## config.mk

```make
export PLATFORM = sky130hd
export DESIGN_NAME = vga_timing_gen
export DESIGN_NICKNAME = d
export VERILOG_FILES = /design/src/rtl/vga_timing_gen.sv
export SDC_FILE = /design/constraint.sdc
export NUM_CORES = 1
export LEC_CHECK = 0
export BUFFER_PORTS_ARGS = -buffer_cell sky130_fd_sc_hd__buf_2
export CORE_MARGIN = 2
export CORE_UTILIZATION = 52
export CTS_CLUSTER_DIAMETER = 80
export CTS_CLUSTER_SIZE = 8
export DETAILED_ROUTE_END_ITERATION = 8
export GPL_TIMING_DRIVEN = 0
export PLACE_DENSITY = 0.78
export SETUP_SLACK_MARGIN = 0.15
export SLEW_MARGIN = 20
export SYNTH_ARGS = -nofsm -noshare
export SYNTH_HDL_FRONTEND = slang
export SYNTH_SLANG_ARGS = --single-unit
```

## constraint.sdc

```tcl
create_clock -name vga_clk -period 2.6 [get_ports vga_clk]
set_input_delay 0.39 -clock vga_clk [delete_from_list [all_inputs] [get_ports vga_clk]]
set_output_delay 0.39 -clock vga_clk [all_outputs]
set_load 0.1 [all_outputs]
```

## src/rtl/vga_timing_gen.sv

```systemverilog
// -----------------------------------------------------------------------------
// vga_timing_gen
//
// Pixel-timing generator for the 640x480 @ 60 Hz display path. Counts pixel
// clocks into a horizontal/vertical raster position. It produces the active-low
// sync pulses, the visible-area enable and the current pixel coordinates.
//
// Ports:
//   vga_clk      in   1   pixel clock (25 MHz nominal); all logic on posedge
//   reset        in   1   synchronous, active-high
//   hs           out  1   horizontal sync, active low
//   vs           out  1   vertical sync, active low
//   blank        out  1   1 = current pixel is in the visible area
//   DrawX        out  10  horizontal position, 0..H_TOTAL-1
//   DrawY        out  10  vertical position, 0..V_TOTAL-1
//   frame_start  out  1   one-cycle pulse at pixel (0,0)
//   frame_count  out  8   completed-frame counter, wraps 255 -> 0
//
// Optional feature macro: VGA_FRAME_CNT_EN
//   Defined   : frame_start / frame_count are generated.
//   Undefined : both are tied to 0 and no counter logic is built. The ports
//               stay so that parent modules do not change.
//
// After reset is released, the first clock holds the raster at (0,0). That
// clock is the first frame_start. DrawX then counts 1, 2, ... from the next
// clock onward.
// -----------------------------------------------------------------------------
module vga_timing_gen #(
    parameter int H_VISIBLE = 640,
    parameter int H_FRONT   = 16,
    parameter int H_SYNC    = 96,
    parameter int H_BACK    = 48,
    parameter int V_VISIBLE = 480,
    parameter int V_FRONT   = 10,
    parameter int V_SYNC    = 2,
    parameter int V_BACK    = 33
) (
    input  logic       vga_clk,
    input  logic       reset,
    output logic       hs,
    output logic       vs,
    output logic       blank,
    output logic [9:0] DrawX,
    output logic [9:0] DrawY,
    output logic       frame_start,
    output logic [7:0] frame_count
);

    localparam int H_TOTAL = H_VISIBLE + H_FRONT + H_SYNC + H_BACK;
    localparam int V_TOTAL = V_VISIBLE + V_FRONT + V_SYNC + V_BACK;

    localparam logic [9:0] H_LAST     = 10'(H_TOTAL - 1);
    localparam logic [9:0] V_LAST     = 10'(V_TOTAL - 1);
    localparam logic [9:0] H_VIS_END  = 10'(H_VISIBLE);
    localparam logic [9:0] V_VIS_END  = 10'(V_VISIBLE);
    localparam logic [9:0] HS_START   = 10'(H_VISIBLE + H_FRONT);
    localparam logic [9:0] HS_END     = 10'(H_VISIBLE + H_FRONT + H_SYNC);
    localparam logic [9:0] VS_START   = 10'(V_VISIBLE + V_FRONT);
    localparam logic [9:0] VS_END     = 10'(V_VISIBLE + V_FRONT + V_SYNC);

    // Low during reset. It stays low for the first clock after release, so that
    // clock re-enters the raster at (0,0).
    logic       running;
    logic [9:0] x_nxt;
    logic [9:0] y_nxt;

    // Next raster position. The registered sync/blank outputs are decoded from
    // this value, so they describe the same pixel as DrawX/DrawY.
    always_comb begin
        // NOTE: defaults first so every path assigns x_nxt/y_nxt (no latch).
        x_nxt = DrawX;
        y_nxt = DrawY;
        if (!running) begin
            x_nxt = '0;
            y_nxt = '0;
        end else if (DrawX == H_LAST) begin
            x_nxt = '0;
            y_nxt = (DrawY == V_LAST) ? '0 : DrawY + 10'd1;
        end else begin
            x_nxt = DrawX + 10'd1;
        end
    end

    always_ff @(posedge vga_clk) begin
        if (reset) begin
            // NOTE: non-blocking assignments for all registered state.
            running <= 1'b0;
            DrawX   <= '0;
            DrawY   <= '0;
            hs      <= 1'b1;
            vs      <= 1'b1;
            blank   <= 1'b1;
        end else begin
            running <= 1'b1;
            DrawX   <= x_nxt;
            DrawY   <= y_nxt;
            hs      <= !((x_nxt >= HS_START) && (x_nxt < HS_END));
            vs      <= !((y_nxt >= VS_START) && (y_nxt < VS_END));
            blank   <= (x_nxt < H_VIS_END) && (y_nxt < V_VIS_END);
        end
    end

`ifdef VGA_FRAME_CNT_EN
    always_ff @(posedge vga_clk) begin
        if (reset) begin
            frame_start <= 1'b0;
            frame_count <= '0;
        end else begin
            frame_start <= (x_nxt == 10'd0) && (y_nxt == 10'd0);
            // Counts only real end-of-frame wraps, not the restart after reset.
            if (running && (DrawX == H_LAST) && (DrawY == V_LAST))
                frame_count <= frame_count + 8'd1;
        end
    end
`else
    assign frame_start = 1'b0;
    assign frame_count = 8'd0;
`endif

endmodule
```

; ---- Word-level counts from Yosys, hierarchy flattened
; Cells that the tools add are included.
; W data, S select, Z words.
[totals]
out_inout_bits = 32
elab_cells = 27
reg_bits = 24
in_bits = 2
[op_classes]
mux = 6
order_cmp = 6
add_sub_neg = 2
n_reduce_logical = 5
n_eq_ne = 2
[ops]
columns = operator, n
row1 = $mux W10, 5
row2 = $add A10 B1 Y10 const B, 2
row3 = $eq A10 B10 Y1 const B, 2
row4 = $lt A10 B10 Y1 const B, 2
row5 = $lt A10 B9 Y1 const B, 2
row6 = $ge A10 B10 Y1 const B, 1
row7 = $ge A10 B9 Y1 const B, 1
row8 = $logic_and A1 B1 Y1, 3
row9 = $logic_not A1 Y1, 2
row10 = $mux W1, 1

; ---- Logic depth before layout (Yosys ltp)
[depth]
word_depth = 7
mapped_depth = 7
mapped_depth_nobuf = 7

; ---- Worst setup path after synthesis
; No wires, ideal clock.
[synth_path]
path_kind = flip-flop to flip-flop
startpoint = register DrawX[0]
endpoint = register blank
path_stages_with_launch = 8
setup_time_ps = 86
synth_period_minus_slack_ps = 2774
t_required_ps = 2514
path_buffers = 1
slack_ps = -174
t_arrival_ps = 2688
cell_sequence = dfxtp_1 > ha_1 > and4_1 > buf_2 > nand3_1 > o21ai_1 > nor4b_2 > a211oi_1
[synth_between]
elab_chain_len = 5
elab_cells_between_ends = 9
cone_classes = 1 x add/sub / 2 x order compare / 1 x eq/ne / 4 x mux / 1 x reduce/logical
[synth_rtl]
columns = item, line
row1 = from (decl), 43  ; output logic [9:0] DrawX,
row2 = from (signal assigned), 95  ; DrawX <= x_nxt;
row3 = $add A10 B1 Y10 / $eq A10 B10 Y1 (equally long branches), "80, 76"
row4 = $mux W10, 76  ; end else if (DrawX == H_LAST) begin
row5 = $mux W10, 73  ; if (!running) begin
row6 = $lt A10 B10 Y1 / $lt A10 B9 Y1 (equally long branches), 99  ; blank <= (x_nxt < H_VIS_END) && (y_nxt < V_VIS_END);
row7 = $logic_and A1 B1 Y1 *, 99
row8 = to (signal assigned), 99
row9 = to (decl), 42  ; output logic blank,
; Every way passes the cells marked *; elsewhere a longest branch is shown, timed or not.
; A chain may end at the register's enable or synchronous reset.

; ---- Worst setup path in the final report
; Same ends and word-level chain as after synthesis.

==> metrics.md <==
| Metric | Value |
|---|---|
| Outcome | `completed` |
| Setup crit end | `blank$_SDFF_PP1_` |
| Post-route cell area | `1590 um^2` |
| Area of the multi-input gates | `779 um^2` |
| Ys async rst share | `0` |
| Crit path max-delay family | `compound AO/OA/AOI/OAI gates` |
| TritonCTS clock tree | `done` |
| TNS Setup | `0 ps` |
| Total iterations of the first detailed-routing run | `4` |
| CP Cell Sequence | `ha_1 > and4_1 > buf_2 > nand3_1 > o21ai_2 > nor4b_2 > a211oi_1` |
| FF-to-FF path depth | `7` |
| CP max stage delay | `500 ps` |
| Register area share after synthesis | `0.357` |
| Dpl ws | `about 230 ps` |
| Final hold violations | `0` |
| Synth unique cells | `46` |
| Sequential share of power | `0.569` |
| Internal power | `469 uW` |
| Prevailing post-synth register cell | `dfxtp_1` |
| TritonCTS Buffers | `3` |
| FF+latch count, synth | `24` |
| Gr ovfl total | `0` |
| Peak VDD IR | `between 0.3 and 0.4 mV` |
| Area growth syn-to-layout | `17.6%` |
| Setup violators final | `0` |
| N_diodes | `0` |
| Detailed-route wire length | `~2700 um` |
| Clock share of power | `0.294` |
| # DRC | `0` |
| Endpoint class of the critical path | `flip-flop` |
| DR WL/cell | `12.1 um` |
| Final WS setup | `432 ps` |
| CTS Hold Bufs | `0` |
| Maximum fanout along the worst path | `10` |
| Cell count along the critical path | `7` |
| Sw frac | `0.284` |
| Placed Area | `1550 um^2` |
| Clock Path Buffers | `2` |
| Cts repair resizes | `0` |
| Cell leakage power | `0.634 nW` |
| Synth Instances | `160` |
| Largest net degree at the start of global routing | `14` |
| Vias post-DR | `around 1200` |
| Reg-to-reg critical path startpoint | `DrawX[0]$_SDFF_PP0_` |
| F_max | `0.461 GHz` |
| CP startpoint kind | `flip-flop` |
| Final Max Slew Viols | `0` |
| Die H | `54.9 um` |
| Die width | `about 55 um` |
| Critical Path RT | `between 2000 and 3000 ps` |
| DRT antenna net count | `0` |
| Port Buffer Count | `24` |
| GRT Overall Usage | `0.207` |
| Worst hold path type | `in2reg` |
| Cell area power density | `413 nW/um^2` |
| Unrepaired setup endpoints after global routing | `no` |
| First-pass GRT wire length | `4520 um` |
| Top cells by area, synth | `dfxtp_1, xnor2_1, buf_4` |
| Vias in the first global route | `1050` |
| CP startpoint | `DrawX[0]$_SDFF_PP0_` |
| Path type of the worst setup path | `reg2reg` |
| Buf/Inv on CP | `1` |
| Ports | `34` |
| Num Clock Sinks | `24` |
| Gp weighted congestion | `0.868` |
| Filler instances | `237` |
| Initial core utilization | `0.544` |
| Reg2reg end | `blank$_SDFF_PP1_` |
| Slowest cell on crit path | `o21ai_2` |
| Avg Inst Size Synth | `8.42 um^2` |
| Die footprint | `3010 um^2` |
| P_sw | `186 uW` |
| Initial antenna violation count | `0` |
| Post-synth EDFFs | `0` |
| Comb pwr share | `0.137` |
| Clock Skew | `about 6.3 ps` |
| Htree depth | `1` |
| Final Critical Period | `2170 ps` |
| Sequential cell area | `approximately 490 um^2` |
| Share of the synthesized area in the top cell type | `0.357` |
| Final nets | `202` |
| Worst skew pair latency | `310 ps` |
| CTS root buf | `clkbuf_4` |
| Netlist Area Pre-Place | `1350 um^2` |
| Num rows | `18` |
| R2r setup slk | `430 ps` |
| DP HPWL | `2130 um` |
| Layout cells sized above 1 | `0.291` |
| Total of max-cap violations | `0` |
| First DRT Iteration DRCs | `14` |
| CP Data Arrival Time | `between 2000 and 2500 ps` |
| Post-CTS Setup Inserts | `0` |
| Core area | `2480 um^2` |
| Top-count cell post-synth | `dfxtp_1` |
| Synthesis Warnings | `0` |
| Clock transition at path regs | `between 100 and 150 ps` |
| Post-synth top cells | `dfxtp_1, nor2_1` |
| Cell taking the most area after synthesis | `dfxtp_1` |
| Vias per cell | `5.35` |
| Tcrit/Tclk final | `0.834` |
## power groups by stage
stage | clock network [mW] | registers [mW] | logic [mW]
2_1_floorplan | 0 | 0.391 | 0.0736
3_3_place_gp | 0 | 0.381 | 0.0888
3_5_place_dp | 0 | 0.381 | 0.0893
4_1_cts | 0.200 | 0.373 | 0.0893
5_1_grt | 0.215 | 0.374 | 0.0936
6_report | 0.193 | 0.373 | 0.0898
## flip-flops by register name, summed over array words and instances (netlist names)
register	flops
DrawX	10
DrawY	10
blank	1
hs	1
running	1
vs	1
## per-stage QoR
stage / std cells / hold slack [ps] / total power [mW] / utilization
floorplan: 168 / 447 / 0.465 / -
global placement: 222 / 457 / 0.470 / 0.624
detailed placement: 222 / 459 / 0.471 / 0.624
CTS: 226 / 210 / 0.662 / 0.638
global route: 226 / 198 / 0.683 / 0.640
finish: 226 / 217 / 0.655 / 0.640
## worst min path at each step
stage                     depth (start not counted)                 from             endpoint
after CTS                                         2                reset      running$_DFF_P_
after global placement                            1  DrawX[0]$_SDFF_PP0_  DrawX[0]$_SDFF_PP0_
after detailed placement                          1  DrawX[0]$_SDFF_PP0_  DrawX[0]$_SDFF_PP0_
after global routing                              2                reset      running$_DFF_P_
after floorplan                                   1                reset      running$_DFF_P_
final                                             2                reset      running$_DFF_P_
## routing by layer
| layer | vias up | routed length, um | track usage |
|---|---|---|---|
| met4 | 0 | 34 | 0.0732 |
| met3 | 4 | 123 | 0.0323 |
| met5 | - | 0 | 0 |
| met2 | 28 | 1380 | 0.371 |
| met1 | 559 | 1190 | 0.248 |
| li1 | 618 | - | - |
## cell families after synthesis
family / Yosys count / share of synthesized area
other: 1 / 0.00278
flip-flops: 24 / 0.357
buffers and inverters: 18 / 0.0901
AO/OA/AOI/OAI: 20 / 0.0910
AND/OR/NAND/NOR: 77 / 0.318
XOR/XNOR: 15 / 0.0975
adder cells (fa/ha/maj): 3 / 0.0279
multiplexers: 2 / 0.0158
## cell usage in the layout, fill, tap and decap left out, types with 5 or more instances in the layout
master and count:
dfxtp_2 8, nand4_1 9, nand2_1 11, buf_4 11, dfxtp_1 16, nand3_1 11
nor2_1 19, a21oi_1 5, xnor2_1 11, conb_1 9, buf_2 25
## final cells by class
cell class              instances  share of cell area
multi-input cells             126               0.492
repair buffers                 24              0.0758
well taps                      30              0.0237
plain buffers                  14              0.0671
flip-flops and latches         24               0.309
clock buffers                   4              0.0229
inverters                       4             0.00947
Power figures use the tool's default switching activity.
